==> src/rtl/multdiv_pkg.sv <==
// multdiv_pkg: shared definitions for the iterative multiply/divide control slice.
//   - state_e      : sequencer state encoding (ST_IDLE, ST_LOAD, ST_RUN, ST_FINISH)
//   - OP_W         : operand width
//   - *_ITERS_DEF  : default datapath step counts
//   - op_req_t     : operation captured at a start pulse
package multdiv_pkg;

   localparam int OP_W           = 32;
   localparam int MULT_ITERS_DEF = 16;   // radix-4 Booth: 2 bits per step
   localparam int DIV_ITERS_DEF  = 32;   // restoring divide: 1 bit per step

   typedef enum logic [1:0] {
      ST_IDLE   = 2'd0,
      ST_LOAD   = 2'd1,
      ST_RUN    = 2'd2,
      ST_FINISH = 2'd3
   } state_e;

   typedef struct packed {
      logic            div;   // 1 = divide, 0 = multiply
      logic            dbz;   // divide with zero divisor
      logic [OP_W-1:0] a;
      logic [OP_W-1:0] b;
   } op_req_t;

endpackage

==> src/rtl/multdiv_iter_counter.sv <==
// multdiv_iter_counter: CNT_W-bit synchronous up-counter with terminal-count compare.
//   clk    in  : rising-edge clock
//   clr    in  : synchronous clear (priority over en)
//   en     in  : increment enable
//   tc_val in  : terminal-count value to compare against
//   count  out : current count
//   tc     out : count == tc_val
module multdiv_iter_counter #(
   parameter int CNT_W = 6
) (
   input  logic             clk,
   input  logic             clr,
   input  logic             en,
   input  logic [CNT_W-1:0] tc_val,
   output logic [CNT_W-1:0] count,
   output logic             tc
);

   always_ff @(posedge clk) begin
      if (clr)     count <= '0;
      else if (en) count <= count + 1'b1;
   end

   assign tc = (count == tc_val);

endmodule

==> src/rtl/multdiv_sequencer.sv <==
// multdiv_sequencer: control stage for the iterative 32-bit multiplier/divider.
//   clk, clr           : clock, synchronous active-high reset
//   ctrl_MULT/ctrl_DIV : start pulses (both high = multiply)
//   data_operandA/B    : operands, sampled only in a start cycle
//   dp_overflow        : datapath overflow, meaningful in FINISH
//   opA_q/opB_q/op_div : latched operation to the datapath
//   dp_load/dp_step    : datapath initialise / iterate strobes
//   busy               : operation in flight
//   data_resultRDY     : one-cycle result-valid pulse
//   data_exception     : overflow or divide-by-zero, qualified by data_resultRDY
module multdiv_sequencer
   import multdiv_pkg::*;
#(
   parameter int MULT_ITERS = MULT_ITERS_DEF,
   parameter int DIV_ITERS  = DIV_ITERS_DEF,
   parameter int CNT_W      = 6
) (
   input  logic            clk,
   input  logic            clr,
   input  logic            ctrl_MULT,
   input  logic            ctrl_DIV,
   input  logic [OP_W-1:0] data_operandA,
   input  logic [OP_W-1:0] data_operandB,
   input  logic            dp_overflow,
   output logic [OP_W-1:0] opA_q,
   output logic [OP_W-1:0] opB_q,
   output logic            op_div,
   output logic            dp_load,
   output logic            dp_step,
   output logic            busy,
   output logic            data_resultRDY,
   output logic            data_exception
);

   state_e           state, state_nx;
   op_req_t          req_q, start_req;
   logic             start;
   logic [CNT_W-1:0] iter_cnt, tc_val;
   logic             iter_tc;

   assign start = ctrl_MULT | ctrl_DIV;

   // Multiply wins when both pulses arrive, so a zero B is only a fault for a pure divide.
   always_comb begin
      start_req.div = ~ctrl_MULT;
      start_req.dbz = ~ctrl_MULT & (data_operandB == '0);
      start_req.a   = data_operandA;
      start_req.b   = data_operandB;
   end

   always_ff @(posedge clk) begin
      if (clr) begin
         state <= ST_IDLE;
         req_q <= '0;
      end else begin
         state <= state_nx;
         if (start) req_q <= start_req;
      end
   end

   // A start in any state aborts whatever is running; RUN therefore never reaches
   // FINISH in a cycle that also carries a start.
   always_comb begin
      state_nx = state;
      unique case (state)
         ST_IDLE:   state_nx = ST_IDLE;
         ST_LOAD:   state_nx = ST_RUN;
         ST_RUN:    if (iter_tc) state_nx = ST_FINISH;
         ST_FINISH: state_nx = ST_IDLE;
         default:   state_nx = ST_IDLE;
      endcase
      if (start) state_nx = start_req.dbz ? ST_FINISH : ST_LOAD;
   end

   assign tc_val = req_q.div ? CNT_W'(DIV_ITERS - 1) : CNT_W'(MULT_ITERS - 1);

   multdiv_iter_counter #(.CNT_W(CNT_W)) u_iter_counter (
      .clk    (clk),
      .clr    (clr | start),
      .en     (state == ST_RUN),
      .tc_val (tc_val),
      .count  (iter_cnt),
      .tc     (iter_tc)
   );

   // Counter must never run past its terminal count while stepping.
   a_cnt_range: assert property (@(posedge clk) disable iff (clr)
      (state == ST_RUN) |-> (iter_cnt <= tc_val));

   assign opA_q          = req_q.a;
   assign opB_q          = req_q.b;
   assign op_div         = req_q.div;
   assign dp_load        = (state == ST_LOAD);
   assign dp_step        = (state == ST_RUN);
   assign busy           = (state != ST_IDLE);
   assign data_resultRDY = (state == ST_FINISH);
   // Overflow is passed straight through in FINISH; a divide only faults on zero divisor.
   assign data_exception = (state == ST_FINISH) &
                           (req_q.dbz | (~req_q.div & dp_overflow));

endmodule

==> config.mk <==
export PLATFORM = sky130hd
export DESIGN_NAME = multdiv_sequencer
export DESIGN_NICKNAME = d
export VERILOG_FILES = /design/src/rtl/multdiv_pkg.sv /design/src/rtl/multdiv_iter_counter.sv /design/src/rtl/multdiv_sequencer.sv
export SDC_FILE = /design/constraint.sdc
export NUM_CORES = 1
export LEC_CHECK = 0
export CORE_UTILIZATION = 46
export CTS_BUF_LIST = sky130_fd_sc_hd__clkbuf_4 sky130_fd_sc_hd__clkbuf_8 sky130_fd_sc_hd__clkbuf_16
export CTS_CLUSTER_DIAMETER = 200
export CTS_CLUSTER_SIZE = 40
export DETAILED_ROUTE_END_ITERATION = 6
export HOLD_SLACK_MARGIN = 0.08
export PLACE_DENSITY = 0.9
export SLEW_MARGIN = 30
export SYNTH_ARGS = -nofsm -noshare
export SYNTH_HDL_FRONTEND = slang
export SYNTH_SLANG_ARGS = --single-unit
==> constraint.sdc <==
create_clock -name clk -period 3.6 [get_ports clk]
set_input_delay 0.72 -clock clk [delete_from_list [all_inputs] [get_ports clk]]
set_output_delay 0.72 -clock clk [all_outputs]
set_load 0.005 [all_outputs]
==> results by group, run 1 <==
STA
  – Max Clock Freq: 377 MHz
  – Max_slew headroom: 0.539
  – Actual transition at the worst max-transition pin: 0.691 ns
  – Final worst-path cycle share: 0.736
  – Final Hold Viols: 0
  – Final Critical Period: 2.65 ns
  – Post-Route Skew: 0.00279 ns
  – Unrepaired setup endpoints after global routing: no
  – Setup TNS: 0 ns
  – # setup viols final: 0
  – Max Transition Viols Final: 0

Routing
  – Post-Route WL: 7.61 mm
  – Wire length per cell: 13.2 µm
  – Routed Antenna Nets: 0
  – Drt initial violations: 72
  – Drt first pass iters: 4
  – Vias per cell: 4.87
  – DRC: 0
  – DR vias: 2799

Critical path
  – CP max-delay cell: clkdlybuf4s50_1
  – Crit path launch: dp_overflow
  – Crit path required time: 2.88 ns
  – Setup crit start kind: input pin
  – CP Cell Sequence: clkdlybuf4s50_1, nor2b_1, o21a_1, clkdlybuf4s50_1
  – Cell repeated most along the worst path: clkdlybuf4s50_1
  – CP delay by family, top: buffers and inverters
  – Top fanout value on the critical path: 1
  – Crit-path max cell delay: 0.51 ns
  – CP Class: input pin to output port
  – Crit. End Element: output port
  – Buf/Inv on CP: 2
  – R2R Path Start: state[0]
  – CP arrival: 1.93 ns

Global route
  – Total gr overflow: 0
  – M2 GR Usage: 0.363
  – M1 GR Usage: 0.238
  – GR met3 Demand/Resource: 0.0552
  – Largest net degree at the start of global routing: 67
  – Most used routing layer: met2
  – Vias in the first global route: 2683
  – GRT Util Overall: 0.208
  – Initial antenna violation count: 0
  – First-pass GRT wire length: 12.1 mm

Power
  – VDD IR max: 0.000249 V
  – Pwr Density: 435 nW/µm²
  – Total power: 1.93 mW
  – Leak: 1.72 nW

Die
  – Die width: 86.2 µm
  – I/O pin total: 139
  – Area of the core: 6830 µm²
  – Die span in y: 86.2 µm
  – Row Count: 30
  – Initial Utilization: 0.477
  – Area of the die: 7430 µm²

Synthesis
  – Distinct cells, synth: 27
  – Synthesis Warnings: 0
  – Share of the synthesized area in the top cell type: 0.454
  – Top cells by area, synth: dfxtp_1 45%, buf_4 16%, nand2_1 15%
  – Post-synth net total: 485
  – Synthesis-stage register bit count: 74
  – Cells after synthesis: 411
  – Area leader, netlist: dfxtp_1
  – Register area share after synthesis: 0.454
  – Syn_area_per_cell: 7.94 µm²
  – Post-synth design cell area: 3260 µm²

Clocking
  – Clock Sinks: 74
  – Post-CTS Hold Buffers: 0
  – CTS Root Cell: clkbuf_8
  – Clk slew on worst S/H paths: 0.07 ns
  – Setup Buffers After CTS: 0
  – CTS tree: done
  – Clk buf depth: 2
  – Post-CTS sizing: 0
  – CTS Buf Count: 9
  – Worst-Skew Late Latency: 0.32 ns
  – H-tree depth: 3

Finish
  – Commonest non-fill, non-tap cell in the layout: clkdlybuf4s50_1
  – Fin cells: 575
  – Commonest non-fill, non-tap cells in the layout: 137 x clkdlybuf4s50_1, 133 x nand2_1, 74 x dfxtp_1
  – Final-stage net count: 548
  – Multi-input logic area: 1170 µm²
  – Register area: 1480 µm²
  – Antenna diode count: 0
  – Share of layout cells above drive strength 1: 0.0480
  – Area grow syn2layout: 35.8%
  – Filler cells: 589

Job
  – Max cap viols: 0

Placement
  – Number of port buffers: 138
  – GP Congestion: 0.730
  – Placed instance count: 559
  – DP HPWL: 5.49 mm

Worst hold path
  – Worst hold path class: register to register
  – Hold_sp: opB_q[0]

Status
  – Status: finished, final reports clean
==> cell type report <==
type	count	area share
Clock buffer	9	0.0280
Clock inverter	7	0.0265
Inverter	3	0.00254
Multi-Input combinational cell	246	0.265
Sequential cell	74	0.334
Tap cell	96	0.0271
Timing Repair Buffer	140	0.317
==> cells by family after synthesis <==
logic type | Yosys count | synth area share
simple gates | 162 | 0.206
buf+inv | 91 | 0.189
flops | 74 | 0.454
compound gates | 73 | 0.115
xor+xnor | 5 | 0.0134
fa+ha+maj | 5 | 0.0192
mux | 1 | 0.00307
==> flip-flops by register name (all words and copies together) (netlist names) <==
signal	flops
req_q	1
u_iter_counter.count	6
op_div	1
opA_q	32
opB_q	32
state	2
==> synth_stat cells (all sizes together) <==
cell / instances
nand2: 133
dfxtp: 74
xnor2: 1
nor4: 7
a21o: 1
o21a: 1
o21ai: 4
inv: 3
nand3: 1
nand4b: 1
xor2: 4
ha: 5
buf: 81
or2: 1
or3: 2
nor2: 8
nor2b: 1
nand4: 3
nor4b: 1
a21oi: 66
clkbuf: 7
mux2i: 1
nor3: 4
o32a: 1
==> through the flow <==
step / worst slack (ns) / hold slack (ns) / instance area [µm²] / utilization
6_report: 0.949 / 0.451 / 4430 / 0.649
5_1_grt: 0.878 / 0.468 / 4430 / 0.649
4_1_cts: 0.950 / 0.453 / 4430 / 0.649
3_5_place_dp: 0.947 / 0.443 / 4190 / 0.613
3_3_place_gp: 0.954 / 0.437 / 4190 / 0.613
2_1_floorplan: 1.88 / 0.427 / 3260 / -
==> per-layer routing <==
layer,vias to the layer above,part of all wire
met4,0,0.017
met2,114,0.49
met5,-,0
met1,1281,0.41
met3,13,0.080
li1,1391,-
==> worst register-to-register path, cell delays in order, from the launching register on <==
cell     delay [ns]
dfxtp_1        0.34
inv_1          0.09
ha_1           0.35
nand4_1        0.21
or3_1          0.39
a21oi_1        0.14
==> final timing paths <==
check	to	slack [ns]	depth (start not counted)
hold / removal	opB_q[0]	0.45	2
setup / recovery	data_exception	0.95	4
setup reg to reg	u_iter_counter.count[5]	2.01	5
hold reg to reg	opB_q[0]	0.45	2
==> power breakdown <==
group          switching, mW  internal [mW]  leakage, nW  total, mW
combinational          0.107          0.172        0.989      0.280
sequential            0.0246          0.864        0.612      0.889
clock                  0.297          0.460        0.123      0.757
No activity file was read; power rests on OpenSTA's default activity.
==> run 2: changes to the inputs <==
Settings changed: CORE_UTILIZATION 46 to 42, PLACE_DENSITY 0.9 to 0.83.
Clock period 3.6 ns to 2.73 ns, I/O delays scaled along.
==> results by group, run 2 (synthesized netlist as in run 1, its figures left out) <==
Clocking
  – Worst-Skew Late Latency: 0.34 ns (+0.02 ns)
  – CTS Buf Count: 9 (unchanged)
  – Clk buf depth: 2 (unchanged)
  – Clock Sinks: 74 (unchanged)
  – Post-CTS sizing: 0 (unchanged)
  – Setup Buffers After CTS: 0 (unchanged)
  – Post-CTS Hold Buffers: 0 (unchanged)
  – CTS Root Cell: clkbuf_8
  – H-tree depth: 3 (unchanged)
  – Clk slew on worst S/H paths: 0.08 ns (about the same)
  – CTS tree: done

Critical path
  – CP arrival: 1.73 ns (-0.20 ns)
  – Cell repeated most along the worst path: clkdlybuf4s50_1
  – Top fanout value on the critical path: 1 (unchanged)
  – Setup slack, reg-to-reg: 1.16 ns (-0.85 ns)
  – Crit path required time: 2.18 ns (-0.70 ns)
  – CP Class: input pin to output port
  – Crit. End Element: output port
  – Reg2Reg Depth: 5 (unchanged)
  – Crit-path max cell delay: 0.49 ns (-0.02 ns)
  – Setup crit start kind: input pin
  – R2r endpoint: u_iter_counter.count[5]
  – CP max-delay cell: clkdlybuf4s50_1
  – CP Cell Sequence: clkdlybuf4s50_1, nor2b_1, o21a_1, clkdlybuf4s50_1
  – R2R Path Start: state[0]

Worst hold path
  – Hold_sp: opA_q[8]
  – Worst Hold Depth: 2 (unchanged)
  – Worst hold path class: register to register
  – Hold Crit Endpoint: opA_q[8]

Global route
  – Initial antenna violation count: 0 (unchanged)
  – First-pass GRT wire length: 12.7 mm (+5.1%)
  – Total gr overflow: 0 (unchanged)
  – Largest net degree at the start of global routing: 48 (-28%)
  – GRT Util Overall: 0.194 (-0.0136)
  – Vias in the first global route: 2709 (+0.97%)

Placement
  – Post-Place Cell Area: 4220 µm² (+0.63%)
  – DP HPWL: 5.68 mm (+3.5%)
  – Placed instance count: 567 (+1.4%)
  – GP Congestion: 0.767 (+5.1%)
  – Number of port buffers: 138 (unchanged)

Die
  – Initial Utilization: 0.443 (-0.0349)
  – Area of the core: 7370 µm² (+7.9%)
  – I/O pin total: 139 (unchanged)
  – Die width: 90.1 µm (+4.5%)
  – Area of the die: 8120 µm² (+9.3%)
  – Row Count: 31 (+3.3%)
  – Die span in y: 90.1 µm (+4.5%)

Finish
  – Commonest non-fill, non-tap cells in the layout: 137 x clkdlybuf4s50_1, 133 x nand2_1, 74 x dfxtp_1
  – Share of layout cells above drive strength 1: 0.0579 (+0.00983)
  – Final-stage net count: 553 (+0.91%)
  – Filler cells: 651 (+11%)
  – Commonest non-fill, non-tap cell in the layout: clkdlybuf4s50_1
  – Fin cells: 583 (+1.4%)
  – Area grow syn2layout: 35.1%
  – Final instance area: 4410 µm² (-0.56%)
  – Antenna diode count: 0 (unchanged)

STA
  – Setup TNS: 0 ns (unchanged)
  – Max Clock Freq: 440 MHz
  – Final Hold Viols: 0 (unchanged)
  – Post-Route Skew: 0.00681 ns (+0.00402 ns)
  – Final Critical Period: 2.27 ns
  – Max Transition Viols Final: 0 (unchanged)
  – Actual transition at the worst max-transition pin: 0.567 ns (-0.124 ns)
  – # setup viols final: 0 (unchanged)
  – Max_slew headroom: 0.622 (+0.0830)
  – Final worst-path cycle share: 0.833
  – Unrepaired setup endpoints after global routing: no

Power
  – Leak: 1.72 nW (-0.53%)
  – Pwr Density: 530 nW/µm² (+22%)
  – VDD IR max: 0.000282 V (+13%)

Routing
  – Routed Antenna Nets: 0 (unchanged)
  – Post-Route WL: 7.77 mm (+2.2%)
  – DR vias: 2785 (-0.50%)
  – Drt first pass iters: 4 (unchanged)
  – Vias per cell: 4.78 (-1.9%)
  – Wire length per cell: 13.3 µm (+0.78%)
  – DRC: 0 (unchanged)
  – Drt initial violations: 105 (+46%)

Status
  – Status: finished, final reports clean

Job
  – Max cap viols: 0 (unchanged)
run 2: final cells by class:
cell class                      instances  area, µm²  share of cell area
Clock buffer                           12        165              0.0375
Sequential cell                        74       1480               0.336
Tap cell                               99        124              0.0281
Timing Repair Buffer                  145       1430               0.324
Multi-Input combinational cell        246       1170               0.266
Inverter                                3       11.3             0.00256
Clock inverter                          4       25.0             0.00568
run 2: worst max path at each step:
stage / start / endpoint
after floorplan: dp_overflow / data_exception
after global routing: state[0] / dp_step
final: dp_overflow / data_exception
after CTS: dp_overflow / data_exception
after global placement: ctrl_DIV / opB_q[22]
after detailed placement: ctrl_DIV / opB_q[9]
run 2: metal layers:
layer  global-route usage  routed length (µm)  up-vias
li1                     -                   -     1404
met1                0.224                3370     1255
met2                0.333                3650      112
met3               0.0601                 612       14
met4               0.0766                 136        0
met5                    0                   0        -
run 2: worst max-delay path: cells and delay by family:
family / cells / cell delay (ns)
buffers and inverters: 2 / 0.94
AND/OR/NAND/NOR: 1 / 0.13
AO/OA/AOI/OAI: 1 / 0.12
run 2: report_power, final:
part / switching [mW] / internal, mW / leakage, nW
clock: 0.389 / 0.401 / 0.0944
combinational: 0.144 / 0.229 / 1.01
sequential: 0.0324 / 1.14 / 0.612
run 2: through the flow:
stage               power (mW)  setup WS, ns  hold slack [ns]   util
floorplan                 1.39          1.36            0.427      -
global placement          1.56         0.421            0.437  0.572
detailed placement        1.57         0.344            0.445  0.572
CTS                       2.36         0.441            0.455  0.598
global route              2.44         0.370            0.469  0.598
finish                    2.34         0.456            0.451  0.598
==> run 3: changes to the inputs <==
Settings changed: CORE_UTILIZATION 42 to 38, PLACE_DENSITY 0.83 to 0.8.
Clock period 2.73 ns to 2 ns, I/O delays scaled along.
==> results by group, run 3 (synthesized netlist as in run 1, its figures left out) <==
Critical path
  – CP Cell Sequence: inv_1, ha_1, inv_1, clkdlybuf4s50_1
  – Top fanout value on the critical path: 4 (+3)
  – Cell repeated most along the worst path: inv_1
  – CP Class: register to output port
  – Crit. End Element: output port
  – CP max-delay cell: clkdlybuf4s50_1
  – CP arrival: 1.48 ns (-0.25 ns)
  – Setup crit start kind: register
  – Reg2Reg Depth: 6 (+1)
  – Crit path required time: 1.60 ns (-0.58 ns)
  – Crit-path max cell delay: 0.48 ns (about the same)

Finish
  – Commonest non-fill, non-tap cells in the layout: 136 x clkdlybuf4s50_1, 133 x nand2_1, 72 x dfxtp_1
  – Final instance area: 4510 µm² (+2.3%)
  – Layout Utilization: 0.546 (-0.0522)
  – Share of layout cells above drive strength 1: 0.0679 (+0.0100)
  – Antenna diode count: 0 (unchanged)
  – Area grow syn2layout: 38.1%
  – Final-stage net count: 556 (+0.54%)
  – Commonest non-fill, non-tap cell in the layout: clkdlybuf4s50_1
  – Fin cells: 591 (+1.4%)

Global route
  – Largest net degree at the start of global routing: 42 (-13%)
  – GR met3 Demand/Resource: 0.0604 (+0.000319)
  – M1 GR Usage: 0.188 (-0.0361)
  – First-pass GRT wire length: 11.7 mm (-8.3%)
  – Most used routing layer: met2
  – Total gr overflow: 0 (unchanged)
  – GRT Util Overall: 0.169 (-0.0247)
  – Initial antenna violation count: 0 (unchanged)
  – M2 GR Usage: 0.297 (-0.0366)
  – Vias in the first global route: 2534 (-6.5%)

Die
  – Area of the die: 8960 µm² (+10%)
  – Area of the core: 8260 µm² (+12%)
  – Die span in y: 94.7 µm (+5.0%)
  – Row Count: 33 (+6.5%)
  – Die width: 94.7 µm (+5.0%)
  – Initial Utilization: 0.395 (-0.0476)
  – I/O pin total: 139 (unchanged)

Power
  – VDD IR max: 0.000368 V (+31%)
  – Pwr Density: 769 nW/µm² (+45%)
  – Leak: 1.78 nW (+4.0%)
  – Total power: 3.47 mW (+48%)

Placement
  – Number of port buffers: 138 (unchanged)
  – Setup WS pre-CTS: -0.0784 ns (-0.422 ns)
  – Post-Place Cell Area: 4260 µm² (+1.0%)
  – GP Congestion: 0.780 (+1.7%)
  – Placed instance count: 576 (+1.6%)
  – DP HPWL: 5.63 mm (-0.97%)

STA
  – Final worst-path cycle share: 0.940
  – Unrepaired setup endpoints after global routing: no
  – # setup viols final: 0 (unchanged)
  – Final hold slack: 0.392 ns (-0.0591 ns)
  – Final Critical Period: 1.88 ns
  – Post-Route Skew: 0.00586 ns (-0.000952 ns)
  – Max Clock Freq: 532 MHz
  – Actual transition at the worst max-transition pin: 0.445 ns (-0.122 ns)
  – Final Hold Viols: 0 (unchanged)
  – Setup slack after layout: 0.120 ns (-0.336 ns)
  – Max_slew headroom: 0.700 (+0.0783)
  – Max Transition Viols Final: 0 (unchanged)
  – Setup TNS: 0 ns (unchanged)

Clocking
  – CTS tree: done
  – H-tree depth: 3 (unchanged)
  – Post-CTS sizing: 0 (unchanged)
  – Clk buf depth: 2 (unchanged)
  – Worst-Skew Late Latency: 0.33 ns (about the same)
  – Clk slew on worst S/H paths: 0.08 ns (about the same)
  – CTS Buf Count: 9 (unchanged)
  – Clock Sinks: 74 (unchanged)
  – Setup Buffers After CTS: 0 (unchanged)
  – CTS Root Cell: clkbuf_8
  – Post-CTS Hold Buffers: 0 (unchanged)

Routing
  – DRC: 0 (unchanged)
  – Drt first pass iters: 4 (unchanged)
  – Drt initial violations: 88 (-16%)
  – Vias per cell: 4.67 (-2.3%)
  – Wire length per cell: 12.9 µm (-3.1%)
  – Post-Route WL: 7.63 mm (-1.8%)
  – Routed Antenna Nets: 0 (unchanged)
  – DR vias: 2759 (-0.93%)

Status
  – Status: finished, final reports clean

Job
  – Max cap viols: 0 (unchanged)

Worst hold path
  – Worst hold path class: input pin to register
  – Worst Hold Depth: 2 (unchanged)
[run 3: changes by cell type in the layout (fill, tap and decap cells not counted), sizes merged]
| cell | change |
|---|---|
| buf | +3 |
| clkinvlp | -2 |
| clkbuf | -2 |
| bufinv | +3 |
| clkdlybuf4s50 | -1 |
| dlymetal6s2s | +1 |
[run 3: final cells by class]
type,instances,area [µm²]
Fill cell,749,3750
Clock inverter,5,104
Sequential cell,74,1480
Clock buffer,10,131
Timing Repair Buffer,148,1470
Inverter,3,11.3
Tap cell,105,131
Multi-Input combinational cell,246,1180
[run 3: worst paths after layout]
| check | start | endpoint | slack [ns] |
|---|---|---|---|
| setup / recovery | state[0] | busy | 0.12 |
| hold / removal | clr | state[0] | 0.39 |
| setup reg to reg | state[0] | u_iter_counter.count[5] | 0.49 |
| hold reg to reg | opB_q[25] | opB_q[25] | 0.45 |
[run 3: report_power, final]
group          switching, mW  internal, mW
Sequential            0.0434          1.56
Combinational          0.194         0.318
Clock                  0.518         0.836
Total                  0.755          2.71
[run 3: routing by layer]
metal,vias to the layer above,part of all wire
met5,-,0
met4,0,0.011
met3,10,0.088
met2,102,0.48
met1,1244,0.42
li1,1403,-
[run 3: critical path: cells and delay by family (launching register included)]
family	cells	cell delay, ns
buffers and inverters	3	0.60
flip-flops	1	0.36
adder cells (fa/ha/maj)	1	0.19
